## src/rtl/bcd_disp_mux3.sv

```systemverilog
// 3-digit BCD to 4-digit common-anode 7-segment scanner with a frame-synchronous
// shadow register and leading-zero blanking. The fourth digit slot is always dark.
module bcd_disp_mux3 #(
  parameter int N = 18
) (
  input  logic       clk,
  input  logic       reset_n,
  input  logic [3:0] in0,
  input  logic [3:0] in1,
  input  logic [3:0] in2,
  input  logic [2:0] dp_in,
  input  logic       lz_blank,
  output logic [3:0] an,
  output logic [7:0] sseg,
  output logic       frame_tick
);

  logic [N-1:0] q_q, q_d;
  logic [3:0]   d0_q, d1_q, d2_q;
  logic [2:0]   dp_q;
  logic         lz_q;
  logic [3:0]   an_q, an_d;
  logic [7:0]   sseg_q, sseg_d;
  logic         tick_q;
  logic         load;
  logic [1:0]   sel;
  logic [3:0]   dig;
  logic         dp_sel, blank;

  // Active-low gfedcba; non-BCD codes show a dash.
  function automatic logic [6:0] seg7(input logic [3:0] v);
    logic [6:0] s;
    case (v)
      4'd0:    s = 7'h40;
      4'd1:    s = 7'h79;
      4'd2:    s = 7'h24;
      4'd3:    s = 7'h30;
      4'd4:    s = 7'h19;
      4'd5:    s = 7'h12;
      4'd6:    s = 7'h02;
      4'd7:    s = 7'h78;
      4'd8:    s = 7'h00;
      4'd9:    s = 7'h10;
      default: s = 7'h3F;
    endcase
    return s;
  endfunction

  assign load = &q_q;
  assign sel  = q_q[N-1:N-2];
  assign q_d  = q_q + N'(1);

  always_comb begin
    dig    = 4'd0;
    dp_sel = 1'b0;
    blank  = 1'b0;
    an_d   = 4'b1111;
    sseg_d = 8'hFF;
    case (sel)
      2'd0: begin
        dig = d0_q; dp_sel = dp_q[0]; an_d = 4'b1110;
      end
      2'd1: begin
        dig = d1_q; dp_sel = dp_q[1]; an_d = 4'b1101;
        blank = lz_q && (d2_q == 4'd0) && (d1_q == 4'd0);
      end
      2'd2: begin
        dig = d2_q; dp_sel = dp_q[2]; an_d = 4'b1011;
        blank = lz_q && (d2_q == 4'd0);
      end
      default: blank = 1'b1;
    endcase
    if (blank) begin
      an_d   = 4'b1111;
      sseg_d = 8'hFF;
    end else begin
      sseg_d = {~dp_sel, seg7(dig)};
    end
  end

  always_ff @(posedge clk or negedge reset_n) begin
    if (!reset_n) begin
      q_q    <= '0;
      d0_q   <= 4'd0;
      d1_q   <= 4'd0;
      d2_q   <= 4'd0;
      dp_q   <= 3'd0;
      lz_q   <= 1'b0;
      an_q   <= 4'b1111;
      sseg_q <= 8'hFF;
      tick_q <= 1'b0;
    end else begin
      q_q    <= q_d;
      an_q   <= an_d;
      sseg_q <= sseg_d;
      tick_q <= load;
      // Capture once per frame so a value changing mid-scan never tears.
      if (load) begin
        d0_q <= in0;
        d1_q <= in1;
        d2_q <= in2;
        dp_q <= dp_in;
        lz_q <= lz_blank;
      end
    end
  end

  assign an         = an_q;
  assign sseg       = sseg_q;
  assign frame_tick = tick_q;

endmodule

```

## config.mk

```make
export PLATFORM = sky130hd
export DESIGN_NAME = bcd_disp_mux3
export DESIGN_NICKNAME = d
export VERILOG_FILES = /design/src/rtl/bcd_disp_mux3.sv
export SDC_FILE = /design/constraint.sdc
export NUM_CORES = 1
export LEC_CHECK = 0
export BUFFER_PORTS_ARGS = -buffer_cell sky130_fd_sc_hd__buf_2
export CORE_MARGIN = 2
export CORE_UTILIZATION = 50
export DETAILED_ROUTE_END_ITERATION = 6
export PLACE_DENSITY_LB_ADDON = 0.2
export SYNTH_ARGS = -nofsm -noshare
export SYNTH_HDL_FRONTEND = slang
export SYNTH_SLANG_ARGS = --single-unit
```

## constraint.sdc

```tcl
create_clock -name clk -period 1.73 [get_ports clk]
set_input_delay 0.173 -clock clk [delete_from_list [all_inputs] [get_ports clk]]
set_output_delay 0.173 -clock clk [all_outputs]
set_load 0.01 [all_outputs]
```

==> results.cfg, run 1 <==
[run_status]
run_status = complete, but fails checks
failing_checks = negative setup slack

[placement]
dp_cells = 251
gpl.final_weighted_congestion = 0.792
dpl.hpwl_um = 2950
dp_worst_setup_slack_ns = -0.0432
port_buffers = 29

[synth]
synth_top_cells_by_count = 35 x dfrtp_1, 11 x dfstp_2, 11 x xnor2_1
mapped_cells = 160
synth_enable_flop_cells = 0
yosysTopAreaCellShare = 0.412
synthesized_net_count = 184
syn-cell-area_mm2 = 0.00212
synth.yosys.seq_area_share = 0.549
synth-async-reset-ratio = 1.00
ys_ff_latch = 46
ys_dominant_reg_cell = dfrtp_1
ys_warn_count = 0
netlist-cell-type-count = 34
post-synth-top-count-cell = dfrtp_1
syn_area_per_cell_um2 = 13.3
netlist.top_cell.by_area = dfrtp_1
synth_top_cells_by_area = dfrtp_1 41%, dfstp_2 14%, mux2_4 6.4%

[power_and_ir_drop]
power.total_uw = 1810
power_per_cell_area_mw_per_mm2 = 662
power_leakage_uw = 0.00130
ir_worst_vdd_uv = 452

[routing]
dr_total_vias = 1400
vias_per_cell = 5.22
post_route_drc = 0
route.final.wire_length_um = 4430
first_iter_violations = 50
detailedRoute.firstPassIterationCount = 5
drt-wirelength-per-cell_um = 16.5
postRouteAntennaNets = 0

[critical_path]
critical_path.startpoint_type = flip-flop
crit-reg2reg-launch = q_q[1]$_DFF_PN0_
setup.worst_path.class = reg2reg
cp_data_arrival_time_ns = 1.94
timing.rr.end = d2_q[2]$_DFFE_PN0P_
reg2reg_setup_slack_ns = -0.01
cp.required_ns = 1.93
worst-path-max-fanout = 8
critPathCaptureType = flip-flop
reg2reg_depth = 7

[global_routing]
grt_antenna_before_repair = 0
global_route_overflow = 0
grt_first_pass_wirelength_um = 6880
grt_usage = 0.183
grt_max_degree = 25
grt_pass1_vias = 1474

[cts]
cts_tree = done
clock_tree.buffer_depth = 2
clk_root_buffer_cell = clkbuf_8
cts-htree-levels = 2
cts.reportedPaths.clkPinSlew_ns = 0.09
cts-buffers-inserted = 5
cts.sinks = 46
worst_skew_pair.late_latency_ns = 0.31

[sta]
setup_viol = 7
final_period_minus_worst_setup_slack_ns = 1.74
setup_slack_ns = -0.0121
grt_setup_unrepaired = yes
timing.setup.tns_ns = -0.0441
finalCritPeriodShare = 1.01
maxSlewHeadroom = 0.656
worst_margin_slew_ns = 0.516
hold_viol_final = 0
finalClockSkew_ns = 0.00846
max_freq_mhz = 574
slew_viol_final = 0

[floorplan]
core-area_mm2 = 0.00406
dieWidth_um = 69.2
die_area_mm2 = 0.00478
floorplan.initialDensity = 0.523
floorplan.die.height_um = 69.2
boundaryPins = 31
core.rowCount = 23

[finish]
n_antenna_cell = 0
final_cell_count_no_fill = 268
nNetsFinal = 241
post_route_cells_drive_above_1_share = 0.491
synthToLayoutAreaGrowth_pct = 28.7

[flow_run]
timing.max_cap.violations = 0

[worst_hold_path]
hold_path_depth = 2
worstHoldStart = in0[0]
end_point_of_the_worst_hold_path = d0_q[0]$_DFFE_PN0P_
hp-class = in2reg
[flip-flops by register name (all words and copies together) (netlist names)]
| signal | flops |
|---|---|
| d2_q | 4 |
| d0_q | 4 |
| frame_tick | 1 |
| sseg | 8 |
| d1_q | 4 |
| an | 3 |
| dp_q | 3 |
| lz_q | 1 |
| q_q | 18 |
[cell usage in the layout, fill, tap and decap left out, drive strengths merged, types with 2 or more instances in the layout]
cell type and n:
and2 3, and3 3, and4 2, buf 52, clkbuf 7, dfrtp 35, dfstp 11, ha 6
inv 8, mux2 16, mux2i 10, nand2 8, nand2b 3, nand3 6, nand4 4, nor2 5
o211ai 4, o21ai 5, o2bb2ai 4, xnor2 11, xor2 5
[critical path: stages, from the launching register on]
cell	delay, ns
dfrtp_1	0.38
ha_2	0.19
and3_4	0.20
nand4_4	0.10
nor3_4	0.16
buf_12	0.15
clkbuf_16	0.15
mux2_4	0.30
[through the flow]
stage          hold slack, ns   util  instance area [um2]
3_5_place_dp            0.173  0.601                 2440
3_3_place_gp            0.162  0.601                 2440
6_report               0.0901  0.673                 2730
2_1_floorplan          -0.123      -                 2130
5_1_grt                0.0908  0.673                 2730
4_1_cts                0.0873  0.635                 2580
[metal layers]
metal  up-vias  part of all wire  GRT usage  routed length (um)
met5         -                 0          0                   0
met4         0             0.017     0.0828                  75
met2        26              0.52      0.308                2310
li1        662                 -          -                   -
met3         8             0.033     0.0380                 145
met1       704              0.43      0.227                1900
[what timing repair did]
item | 4_1_cts | 5_1_grt
setup buffers | 0 | 6
resized for setup | 8 | 14
hold endpoints to repair | 11 | 0
gates cloned | 0 | 2
hold buffers | 1 | 0
endpoints found under the setup margin | 12 | 22
pin swaps | 1 | 4
[logic make-up after synthesis]
kind of cell | count (synthesis) | synth area share
AOI/OAI and AO/OA | 14 | 0.0495
xor gates and xnor gates | 16 | 0.0660
adders and majority gates | 6 | 0.0354
buffers and inverters | 12 | 0.0377
DFF | 46 | 0.549
muxes | 26 | 0.148
other | 1 | 0.00177
and+or+nand+nor | 39 | 0.113
[power by group]
group	internal [uW]	switching (uW)	leakage [uW]
Clock	292	395	0.0000447
Combinational	20.0	26.8	0.000665
Sequential	1080	0	0.000589
[worst max-delay path by stage]
| stage | startpoint | to | slack (ns) | depth (start not counted) |
|---|---|---|---|---|
| floorplan | q_q[0]$_DFF_PN0_ | d0_q[3]$_DFFE_PN0P_ | -0.12 | 6 |
| global placement | q_q[16]$_DFF_PN0_ | sseg[5]$_DFF_PN1_ | 0.01 | 8 |
| detailed placement | d1_q[1]$_DFFE_PN0P_ | sseg[2]$_DFF_PN1_ | -0.04 | 4 |
| CTS | q_q[0]$_DFF_PN0_ | d1_q[2]$_DFFE_PN0P_ | -0.03 | 6 |
| global route | q_q[16]$_DFF_PN0_ | sseg[2]$_DFF_PN1_ | -0.06 | 5 |
| finish | q_q[1]$_DFF_PN0_ | d2_q[2]$_DFFE_PN0P_ | -0.01 | 7 |
[cell type report]
cell class                 count  area (um2)
clock buffer                   5        68.8
inverter                       7        26.3
clock inverter                 3        25.0
multi-input combinational    102         966
sequential                    46        1160
tap                           50        62.6
fill                         294        1330
timing repair buffer          55         419
Note: power is estimated with default switching activity, not from simulation.
==> run 2, diff against run 1 <==
==> constraint.sdc (replaced) <==
create_clock -name clk -period 1.5 [get_ports clk]
set_input_delay 0.15 -clock clk [delete_from_list [all_inputs] [get_ports clk]]
set_output_delay 0.15 -clock clk [all_outputs]
set_load 0.01 [all_outputs]
==> run 2 against run 1 <==
Total power increased by 20%. Sequential power increased by 15%. Worst hold slack got worse by 0.0030 ns. Fmax is 2.1% higher. Cell area grew 13%. Sequential cell count unchanged. First-iteration DRC count increased by 56%. Clock power increased by 26%. The flow still finishes with violations (negative setup slack). Wire length up 5.1%. Critical path type unchanged. Setup slack worse by 0.19 ns. Final cell count up 8.2%. Die area stayed put.
==> results.cfg, run 2 (same netlist as run 1, synthesis figures left out) <==
[run_status]
run_status = complete, but fails checks
failing_checks = negative setup slack

[critical_path]
cp.required_ns = 1.70
worst-path-max-fanout = 6
critPathCaptureType = flip-flop
critical_path.startpoint_type = flip-flop
setup.worst_path.class = reg2reg
cp_data_arrival_time_ns = 1.91

[sta]
setup_slack_ns = -0.206
slew_viol_final = 0
hold_viol_final = 0
finalClockSkew_ns = 0.00709
setup_viol = 23
final_period_minus_worst_setup_slack_ns = 1.71
finalCritPeriodShare = 1.14
max_freq_mhz = 586
grt_setup_unrepaired = yes

[power_and_ir_drop]
power_leakage_uw = 0.00145
p_int_uw = 1750
ir_worst_vdd_uv = 676
power.combinational.fraction = 0.026
switching_share = 0.193
power.clock.fraction = 0.401
p_seq_frac = 0.573
power_per_cell_area_mw_per_mm2 = 703
switching_power_uw = 419
power.total_uw = 2160

[floorplan]
dieWidth_um = 69.2
core.rowCount = 23
floorplan.initialDensity = 0.523
floorplan.die.height_um = 69.2
core-area_mm2 = 0.00406
boundaryPins = 31
die_area_mm2 = 0.00478

[finish]
commonest_non_fill_non_tap_cell_in_the_layout = buf_4
largest_register = q_q
n_antenna_cell = 0
largest_register_ff_count = 18
nNetsFinal = 264
synthToLayoutAreaGrowth_pct = 45.0
post_route_cells_drive_above_1_share = 0.600
top_library_cells_by_usage_in_the_layout_fill_and_taps_aside = 40 x buf_4, 34 x dfrtp_1, 29 x buf_2

[cts]
cts-buffers-inserted = 5
cts_tree = done
clk_root_buffer_cell = clkbuf_8
cts.reportedPaths.clkPinSlew_ns = 0.08
cts-htree-levels = 2
clock_tree.buffer_depth = 2
worst_skew_pair.late_latency_ns = 0.29
cts.sinks = 46

[global_routing]
grt_busiest_layer = met2
global_route.usage.met3 = 0.0424
grt_first_pass_wirelength_um = 7690
grt_pass1_vias = 1598
global_route.usage.met2 = 0.340
grt_usage = 0.202
global_route_overflow = 0
groute.layer.met1.usage = 0.265
grt_antenna_before_repair = 0
grt_max_degree = 27

[routing]
first_iter_violations = 78
postRouteAntennaNets = 0
detailedRoute.firstPassIterationCount = 4
route.final.wire_length_um = 4650
post_route_drc = 0
drt-wirelength-per-cell_um = 16.0
vias_per_cell = 5.26
dr_total_vias = 1525

[flow_run]
timing.max_cap.violations = 0

[placement]
dp_worst_setup_slack_ns = -0.214
gpl.final_weighted_congestion = 0.814
port_buffers = 29
dpl.hpwl_um = 3090

[worst_hold_path]
hp-class = in2reg
run 2: cell count changes in the layout (fill, tap and decap cells not counted), sizes merged:
cell,previous run,this run
buf,52,76
bufinv,0,1
clkbuf,7,5
clkinvlp,1,0
inv,8,7
o2bb2ai,4,5
run 2: per-stage QoR:
step	cells	cell area [um2]	utilization	setup TNS [ns]	hold WS [ns]
after floorplan	160	2220	-	-4.91	-0.146
after global routing	290	3080	0.759	-5.03	0.0779
after detailed placement	269	2680	0.660	-3.84	0.127
after global placement	269	2680	0.660	-3.08	0.123
after CTS	282	2920	0.718	-3.00	0.0824
final	290	3080	0.759	-3.45	0.0871
run 2: critical path: stages (launching register included):
cell and delay (ns):
dfrtp_2 0.47, buf_12 0.15, nor2b_4 0.21, o2bb2ai_4 0.19, inv_4 0.09, ha_4 0.17, inv_2 0.06, mux2i_1 0.07
o211ai_1 0.21
run 2: timing repair:
| action | in CTS | in global routing |
|---|---|---|
| gates cloned | 1 | 0 |
| setup endpoints to repair | 23 | 23 |
| hold endpoints to repair | 9 | 0 |
| hold buffers | 1 | 0 |
| pin swaps | 6 | 14 |
| setup buffers | 4 | 8 |
| resized for setup | 16 | 22 |
run 2: cell type report:
cell class	instances	area, um2
timing repair buffer	77	561
inverter	7	31.3
clock inverter	2	33.8
clock buffer	5	68.8
multi-input combinational	103	1150
fill	238	980
sequential	46	1170
tap	50	62.6
run 2: power by group through the flow:
stage | Clock [uW] | Combinational (uW) | Sequential [uW]
2_1_floorplan | 0 | 3.74 | 1260
3_3_place_gp | 0 | 52.6 | 1260
3_5_place_dp | 0 | 54.7 | 1260
4_1_cts | 876 | 56.9 | 1240
5_1_grt | 935 | 62.8 | 1240
6_report | 867 | 56.3 | 1240
run 2: final timing paths:
kind,start,endpoint,slack (ns),cells past startpoint
worst min-delay path,in2[2],d2_q[2]$_DFFE_PN0P_,0.09,2
worst max-delay path,q_q[16]$_DFF_PN0_,sseg[5]$_DFF_PN1_,-0.21,8
worst max register to register,q_q[16]$_DFF_PN0_,sseg[5]$_DFF_PN1_,-0.21,8
worst min register to register,q_q[15]$_DFF_PN0_,q_q[15]$_DFF_PN0_,0.50,1
max in group asynchronous,reset_n,d0_q[3]$_DFFE_PN0P_,0.65,3
min in group asynchronous,reset_n,q_q[13]$_DFF_PN0_,0.35,2
run 2: layer usage:
layer / vias to the layer above / share of wire
li1: 712 / -
met1: 775 / 0.44
met2: 36 / 0.52
met3: 2 / 0.033
met4: 0 / 0.0049
met5: - / 0
